$ cat src/rtl/apb_rr_arbiter.sv
// Round-robin arbiter that shares one APB master port among NUM_REQ APB requesters.
// Optional watchdog in ACCESS is enabled by defining APB_ARB_TIMEOUT_EN.
module apb_rr_arbiter #(
  parameter int unsigned NUM_REQ        = 2,
  parameter int unsigned AW_APB         = 32,
  parameter int unsigned DW_APB         = 32,
  parameter int unsigned TIMEOUT_CYCLES = 256,
  localparam int unsigned GW            = (NUM_REQ > 1) ? $clog2(NUM_REQ) : 1
) (
  input  logic                      apb_clk,
  input  logic                      sys_reset,
  input  logic [NUM_REQ-1:0]        s_psel,
  input  logic [NUM_REQ-1:0]        s_penable,
  input  logic [NUM_REQ-1:0]        s_pwrite,
  input  logic [NUM_REQ*AW_APB-1:0] s_paddr,
  input  logic [NUM_REQ*DW_APB-1:0] s_pwdata,
  output logic [NUM_REQ-1:0]        s_pready,
  output logic [DW_APB-1:0]         s_prdata,
  output logic [NUM_REQ-1:0]        s_pslverr,
  output logic                      m_psel,
  output logic                      m_penable,
  output logic                      m_pwrite,
  output logic [AW_APB-1:0]         m_paddr,
  output logic [DW_APB-1:0]         m_pwdata,
  input  logic                      m_pready,
  input  logic                      m_pslverr,
  input  logic [DW_APB-1:0]         m_prdata,
  output logic [GW-1:0]             grant_idx,
  output logic                      busy
`ifdef APB_ARB_TIMEOUT_EN
  ,
  output logic                      timeout_flag
`endif
);

  typedef enum logic [1:0] {StIdle, StSetup, StAccess, StResp} state_e;

  state_e state_q;

  logic              any_req;
  logic [GW-1:0]     win_idx;
  logic              win_write;
  logic [AW_APB-1:0] win_addr;
  logic [DW_APB-1:0] win_wdata;

  // Search starts one past the last owner, so the last owner ends up lowest priority.
  always_comb begin
    any_req = 1'b0;
    win_idx = grant_idx;
    for (int unsigned k = 1; k <= NUM_REQ; k++) begin
      if (!any_req && s_psel[GW'((32'(grant_idx) + k) % NUM_REQ)]) begin
        any_req = 1'b1;
        win_idx = GW'((32'(grant_idx) + k) % NUM_REQ);
      end
    end
  end

  always_comb begin
    win_write = 1'b0;
    win_addr  = '0;
    win_wdata = '0;
    for (int unsigned i = 0; i < NUM_REQ; i++) begin
      if (win_idx == GW'(i)) begin
        win_write = s_pwrite[i];
        win_addr  = s_paddr[i*AW_APB +: AW_APB];
        win_wdata = s_pwdata[i*DW_APB +: DW_APB];
      end
    end
  end

`ifdef APB_ARB_TIMEOUT_EN
  localparam int unsigned CW = $clog2(TIMEOUT_CYCLES) + 1;
  logic [CW-1:0] to_cnt_q;
`endif

  always_ff @(posedge apb_clk) begin
    if (sys_reset) begin
      state_q   <= StIdle;
      m_psel    <= 1'b0;
      m_penable <= 1'b0;
      m_pwrite  <= 1'b0;
      m_paddr   <= '0;
      m_pwdata  <= '0;
      s_pready  <= '0;
      s_pslverr <= '0;
      s_prdata  <= '0;
      grant_idx <= GW'(NUM_REQ - 1);
      busy      <= 1'b0;
`ifdef APB_ARB_TIMEOUT_EN
      to_cnt_q     <= '0;
      timeout_flag <= 1'b0;
`endif
    end else begin
      unique case (state_q)
        StIdle: begin
          if (any_req) begin
            grant_idx <= win_idx;
            m_pwrite  <= win_write;
            m_paddr   <= win_addr;
            m_pwdata  <= win_wdata;
            m_psel    <= 1'b1;
            m_penable <= 1'b0;
            busy      <= 1'b1;
            state_q   <= StSetup;
          end
        end
        StSetup: begin
          m_penable <= 1'b1;
`ifdef APB_ARB_TIMEOUT_EN
          to_cnt_q  <= '0;
`endif
          state_q   <= StAccess;
        end
        StAccess: begin
          if (m_pready) begin
            m_psel    <= 1'b0;
            m_penable <= 1'b0;
            s_pready  <= NUM_REQ'(1) << grant_idx;
            s_pslverr <= m_pslverr ? (NUM_REQ'(1) << grant_idx) : '0;
            s_prdata  <= m_pwrite ? '0 : m_prdata;
            state_q   <= StResp;
          end
`ifdef APB_ARB_TIMEOUT_EN
          else if (to_cnt_q == CW'(TIMEOUT_CYCLES - 1)) begin
            // Abandon the stalled slave and answer the requester with an error.
            m_psel       <= 1'b0;
            m_penable    <= 1'b0;
            s_pready     <= NUM_REQ'(1) << grant_idx;
            s_pslverr    <= NUM_REQ'(1) << grant_idx;
            s_prdata     <= '0;
            timeout_flag <= 1'b1;
            state_q      <= StResp;
          end else begin
            to_cnt_q <= to_cnt_q + 1'b1;
          end
`endif
        end
        StResp: begin
          s_pready  <= '0;
          s_pslverr <= '0;
          busy      <= 1'b0;
`ifdef APB_ARB_TIMEOUT_EN
          timeout_flag <= 1'b0;
`endif
          state_q   <= StIdle;
        end
        default: state_q <= StIdle;
      endcase
    end
  end

  // The grant deliberately ignores the requester's own phase.
  logic unused_inputs;
`ifdef APB_ARB_TIMEOUT_EN
  assign unused_inputs = ^s_penable;
`else
  assign unused_inputs = ^{s_penable, 32'(TIMEOUT_CYCLES)};
`endif

endmodule

$ cat config.mk
export PLATFORM = sky130hd
export DESIGN_NAME = apb_rr_arbiter
export DESIGN_NICKNAME = d
export VERILOG_FILES = /design/src/rtl/apb_rr_arbiter.sv
export SDC_FILE = /design/constraint.sdc
export NUM_CORES = 1
export LEC_CHECK = 0
export ABC_CLOCK_PERIOD_IN_PS = 1800
export BUFFER_PORTS_ARGS = -buffer_cell sky130_fd_sc_hd__buf_2
export CORE_MARGIN = 3
export CORE_UTILIZATION = 40
export CTS_BUF_LIST = sky130_fd_sc_hd__clkbuf_2
export CTS_CLUSTER_SIZE = 8
export DETAILED_ROUTE_END_ITERATION = 10
export PLACE_DENSITY = 0.84
export SLEW_MARGIN = 20
export SYNTH_ARGS = -nofsm -noshare
export SYNTH_HDL_FRONTEND = slang
export SYNTH_SLANG_ARGS = --single-unit
export TNS_END_PERCENT = 100
$ cat constraint.sdc
create_clock -name apb_clk -period 1.8 [get_ports apb_clk]
set_input_delay 0.18 -clock apb_clk [delete_from_list [all_inputs] [get_ports apb_clk]]
set_output_delay 0.18 -clock apb_clk [all_outputs]
set_load 0.02 [all_outputs]
Yosys cells after proc, flatten, opt, wreduce, memory -nomap -nowiden
Index checks and enable logic that the tools add are counted.

Flip-flop bits (word level): 107. Output and inout bits: 105. Input bits: 170.

Multiplexer cells: 26. Reduce and logical (&&, ||, !) cells: 14. Add/subtract/negate cells: 2. Shifts and indexed selects: 1. $lt $le $gt $ge: 2. Equality and inequality tests: 5.

Operators with widths (number): 32-bit 2-to-1 mux (3); 1-bit 2-to-1 mux (12); 2-bit 2-to-1 mux (5); 2-bit AND reduction (5); 2-bit case mux with 2 select lines (2); 2-bit case mux with 4 select lines (1); 3-bit AND reduction (2); 2-bit nonzero test (3); 2-bit equality test (second input constant) (2); 1-bit by 2-bit less-than comparator with 1-bit output (second input constant) (2); 2-bit != test (second input constant) (2); 1-bit case mux with 2 select lines (2); 1-bit case mux with 3 select lines (1); 3-bit nonzero test (1); 1-bit adder (second input constant) (2); 2-bit by 1-bit equality test with 1-bit output (second input constant) (1); 2-bit zero test (1); 1-bit by 1-bit left shift with 2-bit output (first input constant) (1); 1-bit logical AND (1); 1-bit zero test (1).

Longest topological paths before layout
Depth after elaboration: 9. Gate-level depth with buffers: 8. Depth with buffers taken out: 5.

Worst setup path before layout
Ideal clock, no wire load.

Path type: register to register. Start point: register state_q[0]. End point: register state_q[1]. Data arrival time: 1.412 ns. Setup time: 0.115 ns. Buffers on the path: 1. Stages on the path, launching flop included: 7. Path slack: 0.272 ns. Path through: dfxtp_1 > inv_1 > ha_1 > or3b_1 > clkbuf_1 > and4_1 > a31o_1.

Cells in the longest elaborated chain, start to end: 3.

RTL lines: start, declared (line 38) `state_e state_q;`; start signal, assigned (line 78) `state_q <= StIdle;`; start signal, assigned (line 104) `state_q <= StSetup;`; start signal, assigned (line 112) `state_q <= StAccess;`; 2-bit equality test or 2-bit zero test (tied branches) (line 94) `unique case (state_q)`; 2-bit != test (no source line); 2-bit AND reduction (no source line).

Parallel ways exist; a longest one is shown, timed or not. A chain may end at the register's enable or synchronous reset.

Final worst setup path
Start point: register m_pwrite. End point: output m_pwrite.

RTL lines: start, declared (line 22) `output logic m_pwrite,`; start signal, assigned (line 98) `m_pwrite <= win_write;`.

No word-level cell between the ends.

==> parameters.txt <==
Parameter                              Value

Run status
  Run status    finished clean

Final layout
  Most frequent standard cell in the layout excluding fill and tap cells    buf_2
  Final layout net count    1152
  Multi-input gate area    2320 µm²
  Most frequent cells in the layout    buf_2 (271), dlygate4sd3_1 (167), dfxtp_1 (107)
  Final design instance area without fill    8070 µm²
  Number of standard cells in the final layout excluding fillers    1128
  Area overhead of the layout relative to synthesis    68.0%
  FF/Latch Area    2140 µm²
  Fraction of layout instances using a drive strength above 1    32.3%
  Number of fillers in the final layout    804

Synthesis
  Cell Area, Synth    4800 µm²
  Number of register bits inferred by synthesis    107
  Async set or reset register ratio after synthesis    0%
  Number of different library cells in the post-synthesis netlist    33
  EDFF count, synth    0
  Avg Synthesized Cell Area    8.36 µm²
  Synthesized Nets    749
  Register area share after synthesis    44.6%
  Count of mapped cells out of synthesis    574
  Total number of yosys warnings    0
  Dominant synthesized flop cell    dfxtp_1

CTS
  Clock root buffer    clkbuf_2
  Level count of the clock H-tree    3
  Clk_lat worst skew    630 ps
  Sinks on Clock Net    107
  CTS tree    built
  Clock slew at reported path FFs    290 ps
  Max clock buf depth    2
  TritonCTS Buffers    9

STA
  Minimum clock period    1700 ps
  Final setup viols    0
  Worst relative slew slack    73.4%
  Share of the clock period used by the worst path after layout    94.2%
  Highest achievable clock rate    590 MHz
  Setup clock skew after layout    31.0 ps
  Count of pins over their slew limit    0
  Least-Margin Pin Slew    399 ps
  Hold Violations, Final    0

Detailed routing
  Post-detailed-routing wire length    20800 µm
  Total number of vias    6442
  Mean routed wirelength per cell    18.4 µm
  Pre-Repair DR Iteration Count    5
  Via-per-instance ratio    5.71
  Remaining antenna violation count    0
  Count of unresolved DRC violations after routing    0
  First-iteration detailed-routing DRC count    645

Floorplan
  Row count    39
  Starting density of the core    41.5%
  I/O Pins    275
  Area of the die    13400 µm²
  Core area    11600 µm²
  Die extent in x    116 µm
  Die Y-Extent    116 µm

Critical path
  Max incr delay on CP    400 ps
  Cells traversed along the worst timing path    buf_4 -> buf_2
  Critical path startpoint category    register
  Arrival time of the worst setup path    1520 ps
  Setup Crit Path Kind    reg -> out
  Critical path data required time    1620 ps
  Kind of end point of the critical path    primary output
  Critical Path Fanout Max    33
  Highest-delay cell along the critical path    dfxtp_1

Global route
  Initial antenna violation count    1
  Remaining global-route overflow    0
  Via count of the first global-routing pass    6182
  Wire length of the first global-routing pass    31400 µm
  Pin count of the biggest net entering global routing    67
  All-layer global routing usage    29.5%

Placement
  Port Buffer Count    272
  Placed cell areas    6220 µm²
  Cells after DPL    940
  Post-detailed-placement half-perimeter wirelength    10400 µm
  GP Congestion    0.740

Power and ir drop
  Maximum resistive drop on vdd    0.671 mV
  Power per cell area    1260 nW/µm²
  Total leakage power    0.00359 µW

Job
  Number of max-cap violations    0

Hold path
  Worst Hold Class    in -> reg
## per-layer routing
metal  vias up  global-route usage [%]  wire length, µm
met5         -                       0                0
met4         0                    18.5             1240
met3       118                    9.50             2180
met2       493                    48.0             9700
met1      2929                    33.4             7650
li1       2902                       -                -
## kinds of logic (layout without fill, tap and decap cells)
logic type / Yosys count / in the layout / share of synthesized area, %
AND/OR/NAND/NOR: 217 / 217 / 21.9
AO/OA/AOI/OAI: 173 / 173 / 24.1
flip-flops: 107 / 107 / 44.6
buffers and inverters: 70 / 478 / 7.66
adder cells (fa/ha/maj): 5 / 5 / 1.30
multiplexers: 2 / 2 / 0.417
other: 0 / 3 / 0
## power by group
group,internal [µW],switching [µW]
sequential,3080,401
combinational,2120,3380
clock,320,837
total,5520,4620
## through the flow
stage	total power, µW	setup TNS [ps]	setup slack (ps)	hold slack, ps	utilization (%)
floorplan	6820	0	272	328	-
global placement	8220	0	220	435	53.8
detailed placement	8330	0	133	440	53.8
CTS	9740	0	68.2	265	69.3
global route	10800	-17.6	-17.6	257	69.7
finish	10100	0	104	320	69.8
## synth_stat cells, drive strengths merged (4+ instances only)
cell | n | area [µm²]
buf | 31 | 215
nand2 | 38 | 143
a311oi | 65 | 594
nor2 | 71 | 267
ha | 5 | 62.6
a21oi | 35 | 175
dfxtp | 107 | 2140
o21ai | 65 | 325
nand3b | 32 | 240
clkbuf | 35 | 138
nand3 | 67 | 335
inv | 4 | 15.0
## critical path, delay by kind of cell (launching register included)
family,cells,cell delay (ps)
buf+inv,2,490
flops,1,400
## timing repair
item	in CTS	in global routing
resized for setup	0	3
hold buffers	167	0
endpoints found under the setup margin	0	18
setup buffers	0	1
hold endpoints to repair	104	0
## path summary, 6_finish.rpt
check        slack (ps)                      start  depth (start not counted)                         to
max                 100      m_pwrite$_SDFFE_PP0P_                          2                   m_pwrite
min                 320               m_prdata[31]                          4  s_prdata[31]$_SDFFE_PP0P_
max reg2reg         160     grant_idx$_SDFFE_PP1P_                          4   m_paddr[17]$_SDFFE_PP0P_
min reg2reg         470  s_prdata[14]$_SDFFE_PP0P_                          2  s_prdata[14]$_SDFFE_PP0P_
## state kept, by name, indices dropped and copies added (netlist names)
signal     flops
busy           1
grant_idx      1
m_paddr       32
m_penable      1
m_psel         1
m_pwdata      32
m_pwrite       1
s_prdata      32
s_pready       2
s_pslverr      2
state_q        2
## layout make-up
| cell class | count | area share (%) |
|---|---|---|
| diodes | 3 | 0.0931 |
| clock buffers | 9 | 0.558 |
| clock inverters | 7 | 0.838 |
| inverters | 4 | 0.186 |
| multi-input cells | 397 | 28.7 |
| flip-flops and latches | 107 | 26.6 |
| well taps | 143 | 2.22 |
| repair buffers | 458 | 40.8 |
No activity file was read; power rests on OpenSTA's default activity.
